File: config.mk
export PLATFORM = sky130hd
export DESIGN_NAME = ppd_ctrl_flat
export DESIGN_NICKNAME = d
export VERILOG_FILES = /design/src/rtl/ppd_ctrl_if.sv /design/src/rtl/ppd_ctrl.sv /design/src/flat_wrapper.sv
export SDC_FILE = /design/constraint.sdc
export NUM_CORES = 1
export LEC_CHECK = 0
export BUFFER_PORTS_ARGS = -buffer_cell sky130_fd_sc_hd__buf_2
export CORE_MARGIN = 5
export CORE_UTILIZATION = 29
export CTS_BUF_LIST = sky130_fd_sc_hd__clkbuf_16
export CTS_CLUSTER_SIZE = 16
export DETAILED_ROUTE_END_ITERATION = 16
export PLACE_DENSITY_LB_ADDON = 0.1
export SLEW_MARGIN = 20
export SYNTH_ARGS = -nofsm -noshare
export SYNTH_HDL_FRONTEND = slang
export SYNTH_SLANG_ARGS = --single-unit
File: constraint.sdc
create_clock -name clk_clk -period 5.5 [get_ports clk_clk]
set_clock_uncertainty 0.05 [all_clocks]
set_input_delay 0.55 -clock clk_clk [delete_from_list [all_inputs] [get_ports clk_clk]]
set_output_delay 0.55 -clock clk_clk [all_outputs]
set_load 0.05 [all_outputs]
File: src/rtl/ppd_ctrl_if.sv
// ppd_ctrl_if: host configuration, detector strobes and detector configuration
// bundle for the packet-presence-detection sequencer.
//   host_cfg_*       host shadow-register write (strobe + enable/threshold/len)
//   host_clear       request to clear the detector running sums
//   host_cnt_clr     request to zero the packet counter
//   in_valid         detector input sample strobe
//   det_valid        detector output sample strobe
//   ppd_cfg_*        configuration driven into the detector
//   pkt_count        packets detected (wraps)
//   state            sequencer state for host readback
interface ppd_ctrl_if;
    localparam int unsigned THR_W = 8;
    localparam int unsigned LEN_W = 16;
    localparam int unsigned PKT_W = 32;
    localparam int unsigned ST_W  = 3;

    logic               host_cfg_wr;
    logic               host_cfg_enable;
    logic [THR_W-1:0]   host_cfg_threshold;
    logic [LEN_W-1:0]   host_cfg_passthrough_len;
    logic               host_clear;
    logic               host_cnt_clr;
    logic               in_valid;
    logic               det_valid;

    logic               ppd_cfg_enable;
    logic               ppd_cfg_clear_rs;
    logic [THR_W-1:0]   ppd_cfg_threshold;
    logic [LEN_W-1:0]   ppd_cfg_passthrough_len;
    logic [PKT_W-1:0]   pkt_count;
    logic [ST_W-1:0]    state;

    // Host / stimulus side
    modport master (
        output host_cfg_wr, host_cfg_enable, host_cfg_threshold, host_cfg_passthrough_len,
               host_clear, host_cnt_clr, in_valid, det_valid,
        input  ppd_cfg_enable, ppd_cfg_clear_rs, ppd_cfg_threshold, ppd_cfg_passthrough_len,
               pkt_count, state
    );

    // Sequencer side
    modport slave (
        input  host_cfg_wr, host_cfg_enable, host_cfg_threshold, host_cfg_passthrough_len,
               host_clear, host_cnt_clr, in_valid, det_valid,
        output ppd_cfg_enable, ppd_cfg_clear_rs, ppd_cfg_threshold, ppd_cfg_passthrough_len,
               pkt_count, state
    );
endinterface

File: src/rtl/ppd_ctrl.sv
// ppd_ctrl: sequencer for the packet-presence-detection stage.
// Clears the detector running sums on enable, suppresses detection through a
// warm-up, arms the detector, tracks each passthrough burst to its programmed
// length and applies a hold-off before re-arming. Counts detected packets.
//   clk_clk        clock
//   reset_reset_n  asynchronous active-low reset
//   bus            ppd_ctrl_if.slave (host config in, detector config out)
module ppd_ctrl #(
    parameter int unsigned CLEAR_CYCLES    = 2,
    parameter int unsigned WARMUP_SAMPLES  = 256,
    parameter int unsigned HOLDOFF_SAMPLES = 1024
) (
    input  logic        clk_clk,
    input  logic        reset_reset_n,
    ppd_ctrl_if.slave   bus
);
    localparam int unsigned THR_W = 8;
    localparam int unsigned CNT_W = 16;
    localparam int unsigned PKT_W = 32;

    localparam logic [CNT_W-1:0] CLEAR_LAST   = CNT_W'(CLEAR_CYCLES - 1);
    localparam logic [CNT_W-1:0] WARMUP_LAST  = CNT_W'(WARMUP_SAMPLES - 1);
    localparam logic [CNT_W-1:0] HOLDOFF_LAST = CNT_W'(HOLDOFF_SAMPLES - 1);
    localparam logic [THR_W-1:0] THR_BLOCK    = 8'hFF;

    typedef enum logic [2:0] {
        IDLE    = 3'd0,
        CLEAR   = 3'd1,
        WARMUP  = 3'd2,
        ARMED   = 3'd3,
        PASS    = 3'd4,
        HOLDOFF = 3'd5
    } state_t;

    state_t             state_q, state_d;
    logic [CNT_W-1:0]   cnt_q, cnt_d;
    logic [THR_W-1:0]   thr_q, thr_sh_d;
    logic [CNT_W-1:0]   len_q, len_sh_d;
    logic               en_q, en_sh_d;
    logic               pend_q, pend_d;
    logic               pend_next;
    logic               burst_done;
    logic               pkt_inc;
    logic [PKT_W-1:0]   pkt_q, pkt_d;
    logic               cfg_en_q, cfg_en_d;
    logic               clear_rs_q, clear_rs_d;
    logic [THR_W-1:0]   thr_out_q, thr_out_d;

    // State register, shadow registers, counters and registered outputs
    always_ff @(posedge clk_clk or negedge reset_reset_n) begin
        if (!reset_reset_n) begin
            state_q    <= IDLE;
            cnt_q      <= '0;
            thr_q      <= '0;
            len_q      <= '0;
            en_q       <= 1'b0;
            pend_q     <= 1'b0;
            pkt_q      <= '0;
            cfg_en_q   <= 1'b0;
            clear_rs_q <= 1'b0;
            thr_out_q  <= '0;
        end else begin
            state_q    <= state_d;
            cnt_q      <= cnt_d;
            thr_q      <= thr_sh_d;
            len_q      <= len_sh_d;
            en_q       <= en_sh_d;
            pend_q     <= pend_d;
            pkt_q      <= pkt_d;
            cfg_en_q   <= cfg_en_d;
            clear_rs_q <= clear_rs_d;
            thr_out_q  <= thr_out_d;
        end
    end

    // Next-state, counter and next-output logic
    always_comb begin
        state_d    = state_q;
        cnt_d      = cnt_q;
        pend_d     = pend_q;
        pend_next  = pend_q | bus.host_clear;
        burst_done = 1'b0;
        pkt_inc    = 1'b0;
        thr_sh_d   = thr_q;
        len_sh_d   = len_q;
        en_sh_d    = en_q;

        if (bus.host_cfg_wr) begin
            thr_sh_d = bus.host_cfg_threshold;
            len_sh_d = bus.host_cfg_passthrough_len;
            en_sh_d  = bus.host_cfg_enable;
        end

        if (bus.host_cfg_wr) begin
            // Any config write restarts the sequence from scratch
            state_d = bus.host_cfg_enable ? CLEAR : IDLE;
            cnt_d   = '0;
            pend_d  = 1'b0;
        end else begin
            unique case (state_q)
                IDLE: begin
                end
                CLEAR: begin
                    if (bus.host_clear) begin
                        cnt_d = '0;
                    end else if (cnt_q == CLEAR_LAST) begin
                        state_d = WARMUP;
                        cnt_d   = '0;
                    end else begin
                        cnt_d = cnt_q + CNT_W'(1);
                    end
                end
                WARMUP: begin
                    if (bus.host_clear) begin
                        state_d = CLEAR;
                        cnt_d   = '0;
                    end else if (bus.in_valid) begin
                        if (cnt_q == WARMUP_LAST) begin
                            state_d = ARMED;
                            cnt_d   = '0;
                        end else begin
                            cnt_d = cnt_q + CNT_W'(1);
                        end
                    end
                end
                ARMED: begin
                    if (bus.host_clear) begin
                        state_d = CLEAR;
                        cnt_d   = '0;
                    end else if (bus.det_valid) begin
                        // The detecting beat is burst sample 1
                        state_d = PASS;
                        cnt_d   = CNT_W'(1);
                        pkt_inc = 1'b1;
                    end
                end
                PASS: begin
                    // cnt_q >= len_q covers len 0/1: the arming beat already ended it
                    burst_done = (cnt_q >= len_q) ||
                                 (bus.det_valid && ((cnt_q + CNT_W'(1)) == len_q));
                    if (burst_done) begin
                        state_d = pend_next ? CLEAR : HOLDOFF;
                        cnt_d   = '0;
                        pend_d  = 1'b0;
                    end else begin
                        pend_d = pend_next;
                        if (bus.det_valid) begin
                            cnt_d = cnt_q + CNT_W'(1);
                        end
                    end
                end
                HOLDOFF: begin
                    if (bus.host_clear) begin
                        state_d = CLEAR;
                        cnt_d   = '0;
                    end else if (bus.in_valid) begin
                        if (cnt_q == HOLDOFF_LAST) begin
                            state_d = ARMED;
                            cnt_d   = '0;
                        end else begin
                            cnt_d = cnt_q + CNT_W'(1);
                        end
                    end
                end
                default: begin
                    state_d = IDLE;
                    cnt_d   = '0;
                    pend_d  = 1'b0;
                end
            endcase
        end

        // Counter clear wins over the old value but not over a same-cycle packet
        if (bus.host_cnt_clr) begin
            pkt_d = PKT_W'(pkt_inc);
        end else begin
            pkt_d = pkt_q + PKT_W'(pkt_inc);
        end

        // Outputs computed from the next state so they line up with state_q
        cfg_en_d   = en_sh_d && (state_d != IDLE);
        clear_rs_d = (state_d == CLEAR);
        unique case (state_d)
            IDLE, ARMED, PASS: thr_out_d = thr_sh_d;
            default:           thr_out_d = THR_BLOCK;
        endcase
    end

    assign bus.ppd_cfg_enable          = cfg_en_q;
    assign bus.ppd_cfg_clear_rs        = clear_rs_q;
    assign bus.ppd_cfg_threshold       = thr_out_q;
    assign bus.ppd_cfg_passthrough_len = len_q;
    assign bus.pkt_count               = pkt_q;
    assign bus.state                   = state_q;
endmodule

File: src/flat_wrapper.sv
// flat-port wrapper written by rule: the top's interface ports become plain ports
module ppd_ctrl_flat 
#(
    parameter int unsigned CLEAR_CYCLES    = 2,
    parameter int unsigned WARMUP_SAMPLES  = 256,
    parameter int unsigned HOLDOFF_SAMPLES = 1024
)
  (clk_clk, reset_reset_n, bus_host_cfg_wr, bus_host_cfg_enable, bus_host_cfg_threshold, bus_host_cfg_passthrough_len, bus_host_clear, bus_host_cnt_clr, bus_in_valid, bus_det_valid, bus_ppd_cfg_enable, bus_ppd_cfg_clear_rs, bus_ppd_cfg_threshold, bus_ppd_cfg_passthrough_len, bus_pkt_count, bus_state);
  ppd_ctrl_if bus_i ();
  input  logic clk_clk;
  input  logic reset_reset_n;
  input wire logic [$bits(bus_i.host_cfg_wr)-1:0] bus_host_cfg_wr;
  input wire logic [$bits(bus_i.host_cfg_enable)-1:0] bus_host_cfg_enable;
  input wire logic [$bits(bus_i.host_cfg_threshold)-1:0] bus_host_cfg_threshold;
  input wire logic [$bits(bus_i.host_cfg_passthrough_len)-1:0] bus_host_cfg_passthrough_len;
  input wire logic [$bits(bus_i.host_clear)-1:0] bus_host_clear;
  input wire logic [$bits(bus_i.host_cnt_clr)-1:0] bus_host_cnt_clr;
  input wire logic [$bits(bus_i.in_valid)-1:0] bus_in_valid;
  input wire logic [$bits(bus_i.det_valid)-1:0] bus_det_valid;
  output wire logic [$bits(bus_i.ppd_cfg_enable)-1:0] bus_ppd_cfg_enable;
  output wire logic [$bits(bus_i.ppd_cfg_clear_rs)-1:0] bus_ppd_cfg_clear_rs;
  output wire logic [$bits(bus_i.ppd_cfg_threshold)-1:0] bus_ppd_cfg_threshold;
  output wire logic [$bits(bus_i.ppd_cfg_passthrough_len)-1:0] bus_ppd_cfg_passthrough_len;
  output wire logic [$bits(bus_i.pkt_count)-1:0] bus_pkt_count;
  output wire logic [$bits(bus_i.state)-1:0] bus_state;
  assign bus_i.host_cfg_wr = bus_host_cfg_wr;
  assign bus_i.host_cfg_enable = bus_host_cfg_enable;
  assign bus_i.host_cfg_threshold = bus_host_cfg_threshold;
  assign bus_i.host_cfg_passthrough_len = bus_host_cfg_passthrough_len;
  assign bus_i.host_clear = bus_host_clear;
  assign bus_i.host_cnt_clr = bus_host_cnt_clr;
  assign bus_i.in_valid = bus_in_valid;
  assign bus_i.det_valid = bus_det_valid;
  assign bus_ppd_cfg_enable = bus_i.ppd_cfg_enable;
  assign bus_ppd_cfg_clear_rs = bus_i.ppd_cfg_clear_rs;
  assign bus_ppd_cfg_threshold = bus_i.ppd_cfg_threshold;
  assign bus_ppd_cfg_passthrough_len = bus_i.ppd_cfg_passthrough_len;
  assign bus_pkt_count = bus_i.pkt_count;
  assign bus_state = bus_i.state;
  ppd_ctrl #(.CLEAR_CYCLES(CLEAR_CYCLES), .WARMUP_SAMPLES(WARMUP_SAMPLES), .HOLDOFF_SAMPLES(HOLDOFF_SAMPLES)) u_core (.clk_clk(clk_clk), .reset_reset_n(reset_reset_n), .bus(bus_i));
endmodule
==> results by group, run 1 <==
Outcome
  – Status: finished, final reports clean

Global route
  – Global route total overflow: 0
  – Vias in the first global route: 4520
  – First-pass GRT wire length: 23820 um
  – Initial antenna violation count: 0
  – GRT Util Overall: between 10% and 20%
  – Pin count of the biggest net entering global routing: 60

Drt
  – Drt pass-1 iters: 4
  – DRT iter0 DRCs: 366
  – DR vias/cell: around 5.0
  – Via Count: approximately 4.4k
  – Post-route ant nets: 0
  – Residual DRC: 0
  – WL/cell: 16.26 um
  – Final wirelength: 14300 um

Critical path
  – Crit path kind: reg2reg
  – Worst path required time: 5660 ps
  – WP data arrival: 3910 ps
  – Startpoint Class: flop
  – CP max FO: 18
  – Worst Setup End Kind: flop

Yosys
  – Sequential share of the synthesized area: 42.28%
  – Yosys top cell by area: dfrtp_1
  – Flops & latches, synth: 87
  – Top cells by area, synth: dfrtp_1 (42%), ha_1 (4.9%), xor2_1 (4.6%)
  – Syn Inst Count: 576
  – Largest family of logic cells by synthesized area: simple AND/OR/NAND/NOR gates
  – Distinct cells, synth: 61
  – EDFF count, synth: 0
  – Post-Synth Simple-Gate Area: about 22%
  – Syn Area/Cell: 8.939 um^2
  – Post-synth ARST share: 100.0%
  – Mapped cell area: 0.005149 mm^2
  – Synthesis Warnings: 0
  – Area share of the largest cell type after synthesis: between 40 and 50%
  – Synth Area in Compound Gates: approximately 15%
  – Synth Net Count: 628
  – Mux share of post-synthesis cell area: 1.993%
  – XOR/XNOR Fraction of Synth Area: under 10%
  – Post-synth top flop: dfrtp_1
  – Post-Synth Adder-Cell Area: 4.860%

STA
  – Min Tclk post-route: 3749 ps
  – Worst slew pin tran: 775.5 ps
  – Final worst-path cycle share: 68.17%
  – Post-route setup slack: 1751 ps
  – Max-slew violation count: 0
  – Max Fclk: 0.2667 GHz
  – Slew HR: 48.30%
  – Fin. Hold Viols: 0
  – Setup TNS: 0 ps
  – # setup viols final: 0
  – RSZ-0062 raised after global routing: false

Floorplanning
  – Die Width: 143.2 um
  – I/O pin count: 93
  – Cell Rows: 48
  – Initial Utilization: 29.66%
  – Core ar.: 0.01736 mm^2
  – Die H: 143.2 um
  – Die area: 0.02052 mm^2

Clock network
  – Post-cts sizing count: 0
  – Number of post-CTS setup repair buffers: 0
  – Clk sink count: 87
  – Clock buffer depth: 2
  – Num CTS Buffers: 9
  – CTS tree: yes
  – Clock transition at the registers of the reported paths: 70 ps
  – Hold buffer count at CTS: 0
  – Clock Latency Late Sink: 350 ps
  – H-tree depth: 3
  – Root buf cell: clkbuf_16

Finish
  – Finished Layout Cells: ~880
  – Proportion of layout cells with a drive suffix above 1: 18.65%
  – Number of inserted diodes: 0
  – Most common cell after layout, fill and taps aside: buf_2
  – Final instance area: 0.006061 mm^2
  – Nets@finish: 701
  – Most frequent cells in the layout: buf_2 (91), dfrtp_1 (87), nand2_1 (62)
  – Area growth syn-to-layout: 17.72%

Place
  – Area after DPL: 0.005772 mm^2
  – Placement Setup Slack: roughly 1600 ps
  – Placer Congestion: 0.8010
  – Placed insts: 863
  – PortBufs: 92
  – Post-DP HPWL: 10220 um

Job
  – Max cap viols: 0

Power
  – Peak supply drop: around 0.14 mV
  – PwrDens: between 200 and 300 mW/mm^2
  – Pleak: 0.002839 uW

Min path
  – Hold Path Class: in2async
==> metal layers <==
metal | wire [um] | track usage, % | up-vias
met1 | 6859 | 19.66 | 2120
met5 | 0 | 0 | -
met3 | 524 | 2.512 | 14
met2 | 6643 | 23.44 | 79
met4 | 269 | 5.600 | 0
li1 | - | - | 2174
==> sequential cells by signal, summed over array words and instances, names as in the netlist <==
signal                              cells
u_core.bus.ppd_cfg_enable               1
u_core.bus.pkt_count                   32
u_core.bus.ppd_cfg_clear_rs             1
u_core.thr_q                            8
u_core.pend_q                           1
u_core.bus.state                        3
u_core.cnt_q                           16
u_core.en_q                             1
u_core.bus.ppd_cfg_passthrough_len     16
u_core.bus.ppd_cfg_threshold            8
==> kinds of logic (layout without fill, tap and decap cells) <==
kind of cell,Yosys count,after routing
xor+xnor,46,46
simple gates,230,230
buf+inv,68,146
fa+ha+maj,20,20
mux,10,10
compound gates,115,115
flops,87,87
==> cells in the mapped netlist (all sizes together) (16+ instances only) <==
| cell | number |
|---|---|
| a21oi | 28 |
| clkbuf | 24 |
| dfrtp | 87 |
| ha | 20 |
| inv | 34 |
| nand2 | 62 |
| nand3 | 23 |
| nand4 | 16 |
| nor2 | 55 |
| nor3 | 18 |
| o21ai | 28 |
| xnor2 | 19 |
| xor2 | 27 |
==> critical path, stage by stage, from the launching register on <==
cell and delay [ps]:
dfrtp_1 570, nand2b_1 250, or2_2 300, nor3_1 410, ha_1 310, ha_1 260
nand2_1 110, nor2_1 280, nand2_1 250, nor3_1 440, nand4_1 160, xor2_1 160
nor2_1 60
==> final timing paths <==
kind	cells past startpoint	slack, ps	start	endpoint
max	12	1750	u_core.bus.state[2]	u_core.bus.pkt_count[28]
max reg2reg	12	1750	u_core.bus.state[2]	u_core.bus.pkt_count[28]
min	1	80	reset_reset_n	u_core.bus.ppd_cfg_passthrough_len[11]
min in group clk_clk	3	360	bus_host_cfg_passthrough_len[12]	u_core.bus.ppd_cfg_passthrough_len[12]
min reg2reg	2	460	u_core.thr_q[5]	u_core.thr_q[5]
max in group asynchronous	2	4190	reset_reset_n	u_core.bus.ppd_cfg_passthrough_len[1]
==> where the power goes <==
part / internal, uW / switching (uW) / leakage (uW)
clock: 349 / 268 / 0.000148
combinational: 66.7 / 168 / 0.00156
sequential: 666 / 19.9 / 0.00113
==> final cells by class <==
cell class                      count  area (um^2)
Tap cell                          225        281.5
Clock inverter                      7        63.81
Clock buffer                        9        225.2
Fill cell                        1803        11300
Inverter                           34        127.6
Multi-Input combinational cell    421         2693
Timing Repair Buffer               96        493.0
Sequential cell                    87         2177
==> metrics by stage <==
stage	util (%)	hold slack [ps]	total power, uW
finish	34.92	79.50	1538
global route	34.92	113.0	1618
CTS	34.92	90.78	1570
detailed placement	33.25	441.0	937.2
global placement	33.25	432.7	937.4
floorplan	-	204.4	856.5
Power figures use the tool's default switching activity.
==> run 2, diff against run 1 <==
==> constraint.sdc (replaced) <==
create_clock -name clk_clk -period 3.5 [get_ports clk_clk]
set_clock_uncertainty 0.05 [all_clocks]
set_input_delay 0.35 -clock clk_clk [delete_from_list [all_inputs] [get_ports clk_clk]]
set_output_delay 0.35 -clock clk_clk [all_outputs]
set_load 0.05 [all_outputs]
==> run 2 against run 1 <==
Compared with the run above:
- global-route usage rose by 0.15 points
- power rose by 66%
- clock power rose by 77%
- register-to-register slack got worse by 1400 ps
- routed wire length rose by 2.6%
- critical path depth fell by 4
- die area did not move
==> results by group, run 2 (synthesis results as in run 1) <==
Drt
  – Residual DRC: 0 (unchanged)
  – WL/cell: 16.33 um (+0.39%)
  – Via Count: 4489 (+2.3%)
  – DR vias/cell: 4.999 (+0.16%)
  – Drt pass-1 iters: 4 (unchanged)
  – Final wirelength: 14660 um (+2.6%)
  – DRT iter0 DRCs: 294 (-20%)
  – Post-route ant nets: 0 (unchanged)

Clock network
  – H-tree depth: 3 (unchanged)
  – Clock transition at the registers of the reported paths: 70 ps (about the same)
  – Post-cts sizing count: 0 (unchanged)
  – Clk sink count: 87 (unchanged)
  – Clock buffer depth: 2 (unchanged)
  – Hold buffer count at CTS: 0 (unchanged)
  – Root buf cell: clkbuf_16
  – Clock Latency Late Sink: 350 ps (about the same)
  – Number of post-CTS setup repair buffers: 0 (unchanged)
  – Num CTS Buffers: 9 (unchanged)
  – CTS tree: yes

Global route
  – GRT Util Overall: 14.73% (+0.15 points)
  – Pin count of the biggest net entering global routing: 58 (-3.3%)
  – Global route total overflow: 0 (unchanged)
  – First-pass GRT wire length: 24060 um (+1.0%)
  – Initial antenna violation count: 1 (+1)
  – Vias in the first global route: 4586 (+1.5%)

Critical path
  – WP data arrival: 3310 ps (-600 ps)
  – Worst path required time: 3670 ps (-1990 ps)
  – Worst Setup End Kind: flop
  – CP max FO: 10 (-8)
  – Startpoint Class: flop
  – Crit path kind: reg2reg

Finish
  – Most common cell after layout, fill and taps aside: buf_2
  – Most frequent cells in the layout: buf_2 (91), dfrtp_1 (87), nand2_1 (62)
  – Final core occ: 36.05% (+1.1 points)
  – Nets@finish: 720 (+2.7%)
  – Largest register FFs: 32 (unchanged)
  – Number of inserted diodes: 0 (unchanged)
  – Final instance area: 0.006257 mm^2 (+3.2%)
  – Proportion of layout cells with a drive suffix above 1: 21.25% (+2.6 points)
  – Area growth syn-to-layout: 21.53%

Job
  – Max cap viols: 0 (unchanged)

STA
  – # setup viols final: 0 (unchanged)
  – RSZ-0062 raised after global routing: false
  – Slew HR: 45.09% (-3.2 points)
  – Max-slew violation count: 0 (unchanged)
  – Min Tclk post-route: 3132 ps (-616.9 ps)
  – Worst slew pin tran: 823.7 ps (+48.21 ps)
  – Max Fclk: 0.3192 GHz (+20%)
  – Setup TNS: 0 ps (unchanged)
  – Fin. Hold Viols: 0 (unchanged)
  – Final worst-path cycle share: 89.50% (+21 points)
  – Post-route setup slack: 367.6 ps (-1383 ps)

Floorplanning
  – Core ar.: 0.01736 mm^2 (unchanged)
  – Cell Rows: 48 (unchanged)
  – Initial Utilization: 29.66% (unchanged)
  – Die Width: 143.2 um (unchanged)
  – Die H: 143.2 um (unchanged)
  – I/O pin count: 93 (unchanged)
  – Die area: 0.02052 mm^2 (unchanged)

Min path
  – Hold Path Class: in2async

Place
  – Area after DPL: 0.005927 mm^2 (+2.7%)
  – Post-DP HPWL: 10630 um (+4.0%)
  – Placer Congestion: 0.8120 (+1.4%)
  – PortBufs: 92 (unchanged)
  – Placement Setup Slack: 381.8 ps (-1254 ps)

Power
  – PwrDens: 407.3 mW/mm^2 (+60%)
  – Pleak: 0.002953 uW (+4.0%)
  – Peak supply drop: 0.2168 mV (+54%)

Outcome
  – Status: finished, final reports clean
[run 2: cell count changes in the layout (fill, tap and decap cells not counted), sizes merged]
cell    delta
buf       +19
inv        -1
bufinv     +1
[run 2: layout make-up]
type                    count  area (um^2)
fillers                  1814        11100
multi-input cells         421         2693
flip-flops and latches     87         2177
inverters                  34        127.6
clock inverters             7        105.1
well taps                 225        281.5
repair buffers            115        648.1
clock buffers               9        225.2
[run 2: worst paths after layout]
check	from	endpoint	slack, ps	cells past startpoint
max	u_core.cnt_q[7]	u_core.bus.ppd_cfg_threshold[6]	370	8
min	reset_reset_n	u_core.bus.ppd_cfg_passthrough_len[13]	20	1
max reg2reg	u_core.cnt_q[7]	u_core.bus.ppd_cfg_threshold[6]	370	8
min reg2reg	u_core.thr_q[6]	u_core.thr_q[6]	460	2
max in group asynchronous	reset_reset_n	u_core.cnt_q[3]	2600	2
min in group clk_clk	bus_host_cfg_passthrough_len[7]	u_core.bus.ppd_cfg_passthrough_len[7]	150	3
[run 2: worst max-delay path, stage by stage, from the launching register on]
cell and delay, ps:
dfrtp_1 540, nand4_1 280, or4_1 620, xnor2_1 160, a311oi_1 290, nand4_2 280
or3_1 540, a21oi_1 200, nor2_1 60
[run 2: where the power goes]
| group | switching (uW) | internal (uW) |
|---|---|---|
| clock | 457 | 637 |
| combinational | 268 | 111 |
| sequential | 29.0 | 1050 |
| total | 754 | 1790 |
[run 2: routing by layer]
layer	GRT usage [%]	wire length (um)	vias to the layer above
li1	-	-	2206
met1	19.35	6777	2167
met2	23.91	6989	97
met3	3.751	689	17
met4	4.609	196	2
met5	0	7	-
[run 2: per-stage QoR]
stage                     hold slack, ps  total power [uW]  instances
after global placement             430.5              1480        882
after global routing               117.8              2665        898
after CTS                          72.89              2592        898
after floorplan                    4.409              1346        576
after detailed placement           441.3              1481        882
final                              23.19              2549        898
